**config.mk**
```make
export PLATFORM = sky130hd
export DESIGN_NAME = psum_drain
export DESIGN_NICKNAME = d
export VERILOG_FILES = /design/src/rtl/psum_drain_pkg.sv /design/src/rtl/psum_fifo.sv /design/src/rtl/psum_drain.sv
export SDC_FILE = /design/constraint.sdc
export NUM_CORES = 1
export LEC_CHECK = 0
export BUFFER_PORTS_ARGS = -buffer_cell sky130_fd_sc_hd__buf_2
export CAP_MARGIN = 10
export CORE_MARGIN = 2
export CORE_UTILIZATION = 45
export CTS_CLUSTER_DIAMETER = 150
export DETAILED_ROUTE_END_ITERATION = 7
export HOLD_SLACK_MARGIN = 0.03
export SETUP_SLACK_MARGIN = 0.15
export SLEW_MARGIN = 10
export SYNTH_ARGS = -nofsm -noshare
export SYNTH_HDL_FRONTEND = slang
export SYNTH_SLANG_ARGS = --single-unit
```
**constraint.sdc**
```tcl
create_clock -name i_clk -period 2.3 [get_ports i_clk]
set_input_delay 0.69 -clock i_clk [delete_from_list [all_inputs] [get_ports i_clk]]
set_output_delay 0.69 -clock i_clk [all_outputs]
set_load 0.02 [all_outputs]
```
**src/rtl/psum_drain_pkg.sv**
```systemverilog
// ---------------------------------------------------------------------------
// psum_drain_pkg
//   Shared types and helpers for the partial-sum drain block.
//   - drain_state_t : drain FSM states
//   - comp_lsb()    : truncation-bias compensation of a partial sum
// ---------------------------------------------------------------------------
package psum_drain_pkg;

  typedef enum logic [1:0] {
    IDLE  = 2'd0,
    SHIFT = 2'd1,
    FLUSH = 2'd2,
    DONE  = 2'd3
  } drain_state_t;

  // Widest partial sum the compensation helper handles. Callers zero-extend
  // into this width and size-cast the result back down.
  localparam int COMP_MAX_W = 64;

  // Replace bits [approx-1:0] with the midpoint pattern 1000..0. The truncating
  // adders always round towards -inf, so the midpoint cancels the average bias.
  // approx == 0 returns val unchanged. Bits at or above approx are never touched.
  function automatic logic [COMP_MAX_W-1:0] comp_lsb(input logic [COMP_MAX_W-1:0] val,
                                                     input int approx);
    logic [COMP_MAX_W-1:0] res;
    res = val;
    for (int i = 0; i < COMP_MAX_W; i++) begin
      if (i < approx - 1) begin
        res[i] = 1'b0;
      end else if (i == approx - 1) begin
        res[i] = 1'b1;
      end
    end
    return res;
  endfunction

endpackage

```
**src/rtl/psum_fifo.sv**
```systemverilog
// ---------------------------------------------------------------------------
// psum_fifo
//   Small synchronous FIFO with first-word fall-through head.
//   Ports:
//     clk, rst_n      clock / asynchronous active-low reset
//     flush           synchronous clear (pointers and count to zero)
//     push, din       write din when push and not full
//     pop             drop head when pop and not empty
//     head            current head entry, zero while empty
//     full, empty     derived from the registered occupancy count
//     count           registered occupancy, $clog2(DEPTH)+1 bits
//   DEPTH must be a power of two (>= 2) so pointers wrap naturally.
// ---------------------------------------------------------------------------
module psum_fifo #(
  parameter int W     = 16,
  parameter int DEPTH = 4
) (
  input  logic                       clk,
  input  logic                       rst_n,
  input  logic                       flush,
  input  logic                       push,
  input  logic [W-1:0]               din,
  input  logic                       pop,
  output logic [W-1:0]               head,
  output logic                       full,
  output logic                       empty,
  output logic [$clog2(DEPTH):0]     count
);

  localparam int AW = $clog2(DEPTH);

  logic [W-1:0]  mem [DEPTH];
  logic [AW-1:0] wr_ptr_reg;
  logic [AW-1:0] rd_ptr_reg;
  logic [AW:0]   count_reg;
  logic          do_push;
  logic          do_pop;

  assign full    = (count_reg == (AW+1)'(DEPTH));
  assign empty   = (count_reg == '0);
  assign count   = count_reg;
  assign do_push = push & ~full;
  assign do_pop  = pop & ~empty;
  // Forced to zero while empty so the output is clean after reset/abort.
  assign head    = empty ? '0 : mem[rd_ptr_reg];

  // Storage is not reset; only the pointers/count define validity.
  always_ff @(posedge clk) begin
    if (do_push && !flush) begin
      mem[wr_ptr_reg] <= din;
    end
  end

  always_ff @(posedge clk or negedge rst_n) begin
    if (!rst_n) begin
      wr_ptr_reg <= '0;
      rd_ptr_reg <= '0;
      count_reg  <= '0;
    end else if (flush) begin
      wr_ptr_reg <= '0;
      rd_ptr_reg <= '0;
      count_reg  <= '0;
    end else begin
      if (do_push) wr_ptr_reg <= wr_ptr_reg + 1'b1;
      if (do_pop)  rd_ptr_reg <= rd_ptr_reg + 1'b1;
      case ({do_push, do_pop})
        2'b10:   count_reg <= count_reg + 1'b1;
        2'b01:   count_reg <= count_reg - 1'b1;
        default: count_reg <= count_reg;
      endcase
    end
  end

endmodule

```
**src/rtl/psum_drain.sv**
```systemverilog
// ---------------------------------------------------------------------------
// psum_drain
//   Reader end of the systolic accumulator chain. On i_start it shifts N_ROWS
//   partial sums out of one array column (one per cycle, throttled by FIFO
//   space), buffers them, and streams them out over valid/ready.
//   Ports:
//     i_clk, i_rstn   clock / asynchronous active-low reset
//     i_start         begin a drain (ignored unless idle)
//     i_abort         synchronous abort: flush, back to idle, no o_done
//     i_c_in          head-of-chain accumulator value, sampled when o_shift=1
//     o_shift         advance the column chain this cycle
//     o_data/o_valid  FIFO head / head valid
//     i_ready         consumer accept
//     o_busy          FSM not idle
//     o_done          one-cycle pulse once all sums have been consumed
//   Build option: define PSUM_DRAIN_BIAS_COMP_EN to replace the A_APPROX
//   truncated LSBs of each pushed sum with the midpoint pattern (OC_W <= 64).
// ---------------------------------------------------------------------------
module psum_drain #(
  parameter int OC_W       = 16,
  parameter int A_APPROX   = 0,
  parameter int N_ROWS     = 8,
  parameter int FIFO_DEPTH = 4
) (
  input  logic            i_clk,
  input  logic            i_rstn,
  input  logic            i_start,
  input  logic            i_abort,
  input  logic [OC_W-1:0] i_c_in,
  output logic            o_shift,
  output logic [OC_W-1:0] o_data,
  output logic            o_valid,
  input  logic            i_ready,
  output logic            o_busy,
  output logic            o_done
);

  import psum_drain_pkg::*;

  localparam int CNT_W = $clog2(FIFO_DEPTH) + 1;
  localparam int RW    = $clog2(N_ROWS + 1);

`ifdef PSUM_DRAIN_BIAS_COMP_EN
  localparam bit COMP_EN = 1'b1;
`else
  localparam bit COMP_EN = 1'b0;
`endif
  // Zero compensation bits makes comp_lsb an identity.
  localparam int COMP_BITS = COMP_EN ? A_APPROX : 0;

  drain_state_t    state_reg, state_next;
  logic [RW-1:0]   row_cnt_reg, row_cnt_next;
  logic            push;
  logic            pop;
  logic [OC_W-1:0] push_data;
  logic            fifo_full;
  logic            fifo_empty;
  logic [CNT_W-1:0] fifo_count;

  assign push_data = OC_W'(comp_lsb(COMP_MAX_W'(i_c_in), COMP_BITS));

  assign o_valid = ~fifo_empty;
  assign pop     = o_valid & i_ready;
  assign o_busy  = (state_reg != IDLE);
  assign o_done  = (state_reg == DONE);

  psum_fifo #(
    .W     (OC_W),
    .DEPTH (FIFO_DEPTH)
  ) u_fifo (
    .clk   (i_clk),
    .rst_n (i_rstn),
    .flush (i_abort),
    .push  (push),
    .din   (push_data),
    .pop   (pop),
    .head  (o_data),
    .full  (fifo_full),
    .empty (fifo_empty),
    .count (fifo_count)
  );

  always_comb begin
    state_next   = state_reg;
    row_cnt_next = row_cnt_reg;
    o_shift      = 1'b0;
    push         = 1'b0;
    case (state_reg)
      IDLE: begin
        row_cnt_next = '0;
        if (i_start) state_next = SHIFT;
      end
      SHIFT: begin
        // Full comes from the registered count: a same-cycle pop does not
        // open a slot, keeping the shift decision off the consumer path.
        if (!fifo_full) begin
          o_shift      = 1'b1;
          push         = 1'b1;
          row_cnt_next = row_cnt_reg + 1'b1;
          if (row_cnt_reg == RW'(N_ROWS - 1)) state_next = FLUSH;
        end
      end
      FLUSH: begin
        // Leave as the last entry is popped so o_done follows the final
        // handshake by exactly one cycle.
        if (fifo_empty || (fifo_count == CNT_W'(1) && pop)) state_next = DONE;
      end
      DONE: begin
        state_next = IDLE;
      end
      default: begin
        state_next = IDLE;
      end
    endcase
    if (i_abort) begin
      state_next   = IDLE;
      row_cnt_next = '0;
      o_shift      = 1'b0;
      push         = 1'b0;
    end
  end

  always_ff @(posedge i_clk or negedge i_rstn) begin
    if (!i_rstn) begin
      state_reg   <= IDLE;
      row_cnt_reg <= '0;
    end else begin
      state_reg   <= state_next;
      row_cnt_reg <= row_cnt_next;
    end
  end

endmodule

```
==> results of run 1 <==
[power by group through the flow]
| stage | Combinational (mW) | Clock, mW | Sequential [mW] |
|---|---|---|---|
| after floorplan | 1.23 | 0 | 1.76 |
| after global placement | 1.77 | 0 | 1.79 |
| after detailed placement | 1.77 | 0 | 1.79 |
| after CTS | 1.90 | 0.933 | 1.75 |
| after global routing | 2.57 | 0.985 | 1.78 |
| final | 2.37 | 0.897 | 1.76 |
[layout make-up]
| cell class | count | area, um^2 |
|---|---|---|
| Clock buffer | 9 | 123.9 |
| Multi-Input combinational cell | 105 | 1094 |
| Sequential cell | 77 | 2248 |
| Timing Repair Buffer | 64 | 599.3 |
| Inverter | 10 | 37.54 |
| Clock inverter | 7 | 50.05 |
| Fill cell | 568 | 2977 |
| Tap cell | 99 | 123.9 |
[through the flow]
stage	hold slack [ps]	cells	setup WS, ps
floorplan	394.4	200	175.3
global placement	522.7	345	230.4
detailed placement	519.5	345	213.0
CTS	226.2	366	-165.5
global route	242.9	371	-177.6
finish	235.4	371	-118.6
[worst max-delay path: cells and delay by family (launching register included)]
family | cells | cell delay, ps
buffers and inverters | 2 | 300
and+or+nand+nor | 1 | 150
DFF | 1 | 440
muxes | 1 | 490
[path summary, 6_finish.rpt]
kind | end
worst max-delay path | o_data[15]
worst min-delay path | row_cnt_reg[3]
worst max register to register | u_fifo.mem[0][14]
worst min register to register | row_cnt_reg[1]
max in group asynchronous | u_fifo.rd_ptr_reg[0]
min in group i_clk | row_cnt_reg[1]
[cells by family after synthesis]
family,Yosys count,synth area share
compound gates,15,0.03563
xor+xnor,6,0.01968
fa+ha+maj,13,0.04826
buf+inv,18,0.02747
flops,77,0.6667
mux,20,0.1199
simple gates,51,0.08241
[timing repair]
item                       in CTS  in global routing
cloned                          0                  1
setup buffers                   5                  4
pin swaps                       1                 18
hold buffers                    0                  0
gates resized for setup         7                 52
setup endpoints to repair      18                 18
[synthesized netlist by cell type, types with 2 or more instances]
master	n	area (um^2)
buf_6	2	22.52
dfrtp_1	13	325.3
nor2_1	12	45.04
edfxtp_1	64	1922
buf_4	2	15.01
mux4_2	16	360.4
xnor2_1	3	26.28
a31oi_1	2	12.51
mux2_1	2	22.52
inv_1	10	37.54
and2_1	21	131.4
ha_1	13	162.7
clkbuf_1	2	7.510
xor2_1	2	17.52
nand3_1	3	15.01
a21oi_1	3	15.01
buf_2	2	10.01
nand2b_1	3	18.77
o21ai_0	2	10.01
nand2_1	7	26.28
a22o_1	2	17.52
[layer usage]
metal | track usage | vias to the layer above | part of all wire
met4 | 0.08846 | 0 | 0.023
met3 | 0.03005 | 11 | 0.035
met1 | 0.2074 | 921 | 0.45
met2 | 0.2295 | 40 | 0.49
met5 | 0 | - | 0
li1 | - | 880 | -
==> reports/qor.txt, run 1 <==
DRC: 0
Power Density: 1176 mW/mm^2
layout cells sized above 1: 0.4559
startpoint types: register
CP required: 1610 ps
die width: 90.55 um
Hold WC Path Type: primary input to asynchronous set/reset pin
YS warnings: 0
Reg2Reg Setup Slack: 310 ps
Worst-Skew Late Latency: 340 ps
failing checks: negative setup slack
total iterations of the first detailed-routing run: 4
syn avg cell area: 16.85 um^2
CTS Buf Count: 9
pin count of the biggest net entering global routing: 20
initial antenna violation count: 0
FF-to-FF Start: u_fifo.count[0]
dpl cell area: 0.003832 mm^2
antenna diode count: 0
grt ovf: 0
clock slew at reported path FFs: 80 ps
worst path arrival time: 1730 ps
Max Transition Viols Final: 0
Initial Util: 0.4647
Final Power: 5.029 mW
DRT Wirelength: 5896 um
critical path cell sequence: clkbuf_16 -> mux4_2 -> and2_4 -> buf_6
DP HPWL: 3672 um
switching share of power: 0.3285
Async SR Flop Fraction: 0.1688
Final ANT Viol Nets: 0
final hold violations: 0
DR WL/cell: 15.89 um
commonest non-fill, non-tap cell in the layout: edfxtp_1
Switching Power: 1.652 mW
Crit. Startpoint: u_fifo.rd_ptr_reg[0]
CP Class: register to output port
number of max-cap violations: 0
Slowest-stage cell, CP: mux4_2
unrepaired setup endpoints after global routing: yes
Largest stage delay, worst path: 490 ps
net count after synthesis: 234
RePlAce Congestion: 0.7289
Synth Cell Area: 0.003371 mm^2
vias in the first global route: 1847
leakage power: 1.633 nW
Setup TNS: -1531 ps
relative slew slack: 0.7596
Worst-Margin Slew: 351.4 ps
combinational power share: 0.472
DR vias: 1852
Largest register FFs: 64
Root Buffer: clkbuf_8
io pins: 41
Tcrit/Tclk final: 1.052
Port Buf Inserts: 40
critical path peak fanout: 6
FP Rows: 31
Die Area: 0.008198 mm^2
CTS tree: done
commonest non-fill, non-tap cells in the layout: edfxtp_1 (64), buf_2 (23), buf_6 (19)
Nets: 301
vias per std cell: 4.992
core footprint: 0.007253 mm^2
cell depth of the worst flop-to-flop path: 10
global-route wire length before repair: 9308 um
Max Buffers Root-to-Sink: 2
number of synthesized register bits: 77
status: finished with violations
CP Capture Type: output port
Clock power frac: 0.178
CTS sink count: 77
Internal: 3.377 mW
Setup WS post-layout: -118.6 ps
setup violators final: 16
post-synthesis cell type count: 35
synth-to-layout area growth: 26.87%
minimum clock period after layout: 2419 ps
EDFF count, synth: 64
sequential power share: 0.350
cell count after synthesis: 200
Detailed Route Iter0 Violations: 65
post-route cell area: 0.004277 mm^2
max frequency: 0.4135 GHz
Final Skew: 5.215 ps
chip height: 90.55 um
H-tree depth: 3
Primary FF master, synth: edfxtp_1
Peak VDD IR: 0.0004847 V
sequential element share of the synthesized area: 0.6667
post-layout util: 0.5896
all-layer global routing usage: 0.1524
Power figures use the tool's default switching activity.
==> run 2, diff against run 1 <==
- CORE_MARGIN: 2 -> 1
- SETUP_SLACK_MARGIN: 0.15 -> not set
==> run 2 against run 1 <==
  * The flow still finishes with violations (negative setup slack)
  * Clock power is 34% higher
  * Register-to-register slack better by 20 ps
  * Die area down 4.4%
  * Sequential share of layout area increased by 0.22 points
  * Clock skew rose by 7.7 ps
  * Sequential power about the same
  * Clock-buffer cell count stayed put
  * Combinational power down 7%
  * Fmax grew 1.6%
  * Critical endpoint is now o_data[8]
  * Largest power group unchanged
  * Highest routed layer unchanged
==> reports/qor.txt, run 2 (synthesized netlist as in run 1, its figures left out) <==
CTS Buf Count: 9 (unchanged)
cell depth of the worst flop-to-flop path: 8 (was 10)
all-layer global routing usage: 0.1734 (was 0.1524)
Worst Path Buf+Inv: 2 (unchanged)
Max Transition Viols Final: 0 (unchanged)
Detailed Route Iter0 Violations: 167 (was 65)
register area: 0.002248 mm^2 (unchanged)
Slowest-stage cell, CP: mux4_2 (unchanged)
final hold violations: 0 (unchanged)
worst path arrival time: 1690 ps (was 1730 ps)
total iterations of the first detailed-routing run: 4 (unchanged)
commonest non-fill, non-tap cells in the layout: edfxtp_1 (64), buf_2 (24), and2_4 (17), buf_6 (17), mux4_2 (16) (was edfxtp_1 (64), buf_2 (23), buf_6 (19))
grt ovf: 0 (unchanged)
Largest register FFs: 64 (unchanged)
leakage power: 1.639 nW (was 1.633 nW)
Peak VDD IR: 0.0004520 V (was 0.0004847 V)
Final Power: 5.159 mW (was 5.029 mW)
Hold WC Path Type: primary input to asynchronous set/reset pin (unchanged)
die width: 88.55 um (was 90.55 um)
Root Buffer: clkbuf_8 (unchanged)
CTS sink count: 77 (unchanged)
DRT Wirelength: 6074 um (was 5896 um)
Worst-Margin Slew: 356.1 ps (was 351.4 ps)
DR WL/cell: 16.55 um (was 15.89 um)
startpoint types: register (unchanged)
unrepaired setup endpoints after global routing: yes (unchanged)
Largest stage delay, worst path: 500 ps (was 490 ps)
status: finished with violations (unchanged)
synth-to-layout area growth: 26.35% (was 26.87%)
Setup TNS: -1001 ps (was -1531 ps)
number of max-cap violations: 0 (unchanged)
fillers: 565 (was 568)
WHS: 243.4 ps (was 235.4 ps)
CTS tree: done (unchanged)
minimum clock period after layout: 2381 ps (was 2419 ps)
core footprint: 0.007253 mm^2 (unchanged)
Tcrit/Tclk final: 1.035 (was 1.052)
CP required: 1610 ps (about the same)
Worst-Skew Late Latency: 340 ps (about the same)
antenna diode count: 0 (unchanged)
CP Class: register to output port (unchanged)
Die Area: 0.007840 mm^2 (was 0.008198 mm^2)
chip height: 88.55 um (was 90.55 um)
global-route wire length before repair: 9549 um (was 9308 um)
Power Density: 1211 mW/mm^2 (was 1176 mW/mm^2)
area of the multi-input gates: 0.001086 mm^2 (was 0.001094 mm^2)
pre-CTS setup slack: 210.5 ps (was 213.0 ps)
Final Skew: 12.88 ps (was 5.215 ps)
FP Rows: 31 (unchanged)
initial antenna violation count: 0 (unchanged)
clock slew at reported path FFs: 80 ps (about the same)
cell family with most CP delay: multiplexers (unchanged)
RePlAce Congestion: 0.7594 (was 0.7289)
Crit. path cell count: 4 (unchanged)
Final ANT Viol Nets: 0 (unchanged)
Nets: 298 (was 301)
max frequency: 0.4200 GHz (was 0.4135 GHz)
relative slew slack: 0.7564 (was 0.7596)
vias per std cell: 4.997 (was 4.992)
Setup WS post-layout: -80.95 ps (was -118.6 ps)
commonest non-fill, non-tap cell in the layout: edfxtp_1 (unchanged)
critical path cell sequence: buf_8 -> mux4_2 -> and2_4 -> buf_6 (was clkbuf_16 -> mux4_2 -> and2_4 -> buf_6)
H-tree depth: 3 (unchanged)
layout cells sized above 1: 0.4366 (was 0.4559)
setup violators final: 16 (unchanged)
pin count of the biggest net entering global routing: 15 (was 20)
critical path peak fanout: 7 (was 6)
Max Buffers Root-to-Sink: 2 (unchanged)
DP HPWL: 3906 um (was 3672 um)
vias in the first global route: 1853 (was 1847)
DRC: 0 (unchanged)
io pins: 41 (unchanged)
CP Capture Type: output port (unchanged)
DR vias: 1834 (was 1852)
Initial Util: 0.4647 (unchanged)
Port Buf Inserts: 40 (unchanged)
failing checks: negative setup slack (unchanged)
[run 2: timing repair]
item                                   4_1_cts  5_1_grt
setup endpoints to repair                   18       17
setup buffers                                4        1
gates cloned                                 1        0
hold buffers                                 0        0
endpoints found under the hold margin        0        0
pin swaps                                   12        2
gates resized for setup                     42       16
[run 2: per-layer routing]
layer | global-route usage | share of wire
met5 | 0 | 0
met4 | 0.05865 | 0.011
met3 | 0.04757 | 0.032
met2 | 0.2909 | 0.51
met1 | 0.2183 | 0.45
[run 2: report_power, final]
group / total, mW / switching [mW] / internal, mW
clock network: 1.20 / 0.483 / 0.717
registers: 1.76 / 0.0929 / 1.66
logic: 2.20 / 1.03 / 1.18
[run 2: path summary, 6_finish.rpt]
check                                      from                    to  slack [ps]
min reg2reg                      row_cnt_reg[1]        row_cnt_reg[1]         530
max reg2reg                        state_reg[1]      u_fifo.mem[2][2]         330
min in group i_clk               row_cnt_reg[1]        row_cnt_reg[1]         530
max in group asynchronous                i_rstn  u_fifo.rd_ptr_reg[0]        1770
max                        u_fifo.rd_ptr_reg[0]             o_data[8]         -80
min                                      i_rstn          state_reg[1]         240
[run 2: per-stage QoR]
stage,instances,utilization,area [um^2]
6_report,367,0.5872,4259
2_1_floorplan,200,-,3371
3_3_place_gp,348,0.5280,3830
5_1_grt,367,0.5872,4259
4_1_cts,368,0.5850,4243
3_5_place_dp,348,0.5280,3830
[run 2: worst register-to-register path: stages, from the launching register on]
cell and delay (ps):
dfrtp_1 420, inv_1 130, ha_4 190, nand2b_2 120, nor2_4 130, buf_4 130, buf_4 150, and2_1 190
buf_4 210
[run 2: final cells by class]
class                   count  area share
clock buffers               9     0.02908
repair buffers             61      0.1237
multi-input cells         105      0.2550
flip-flops and latches     77      0.5279
inverters                  10    0.008813
clock inverters             6     0.02644
well taps                  99     0.02908
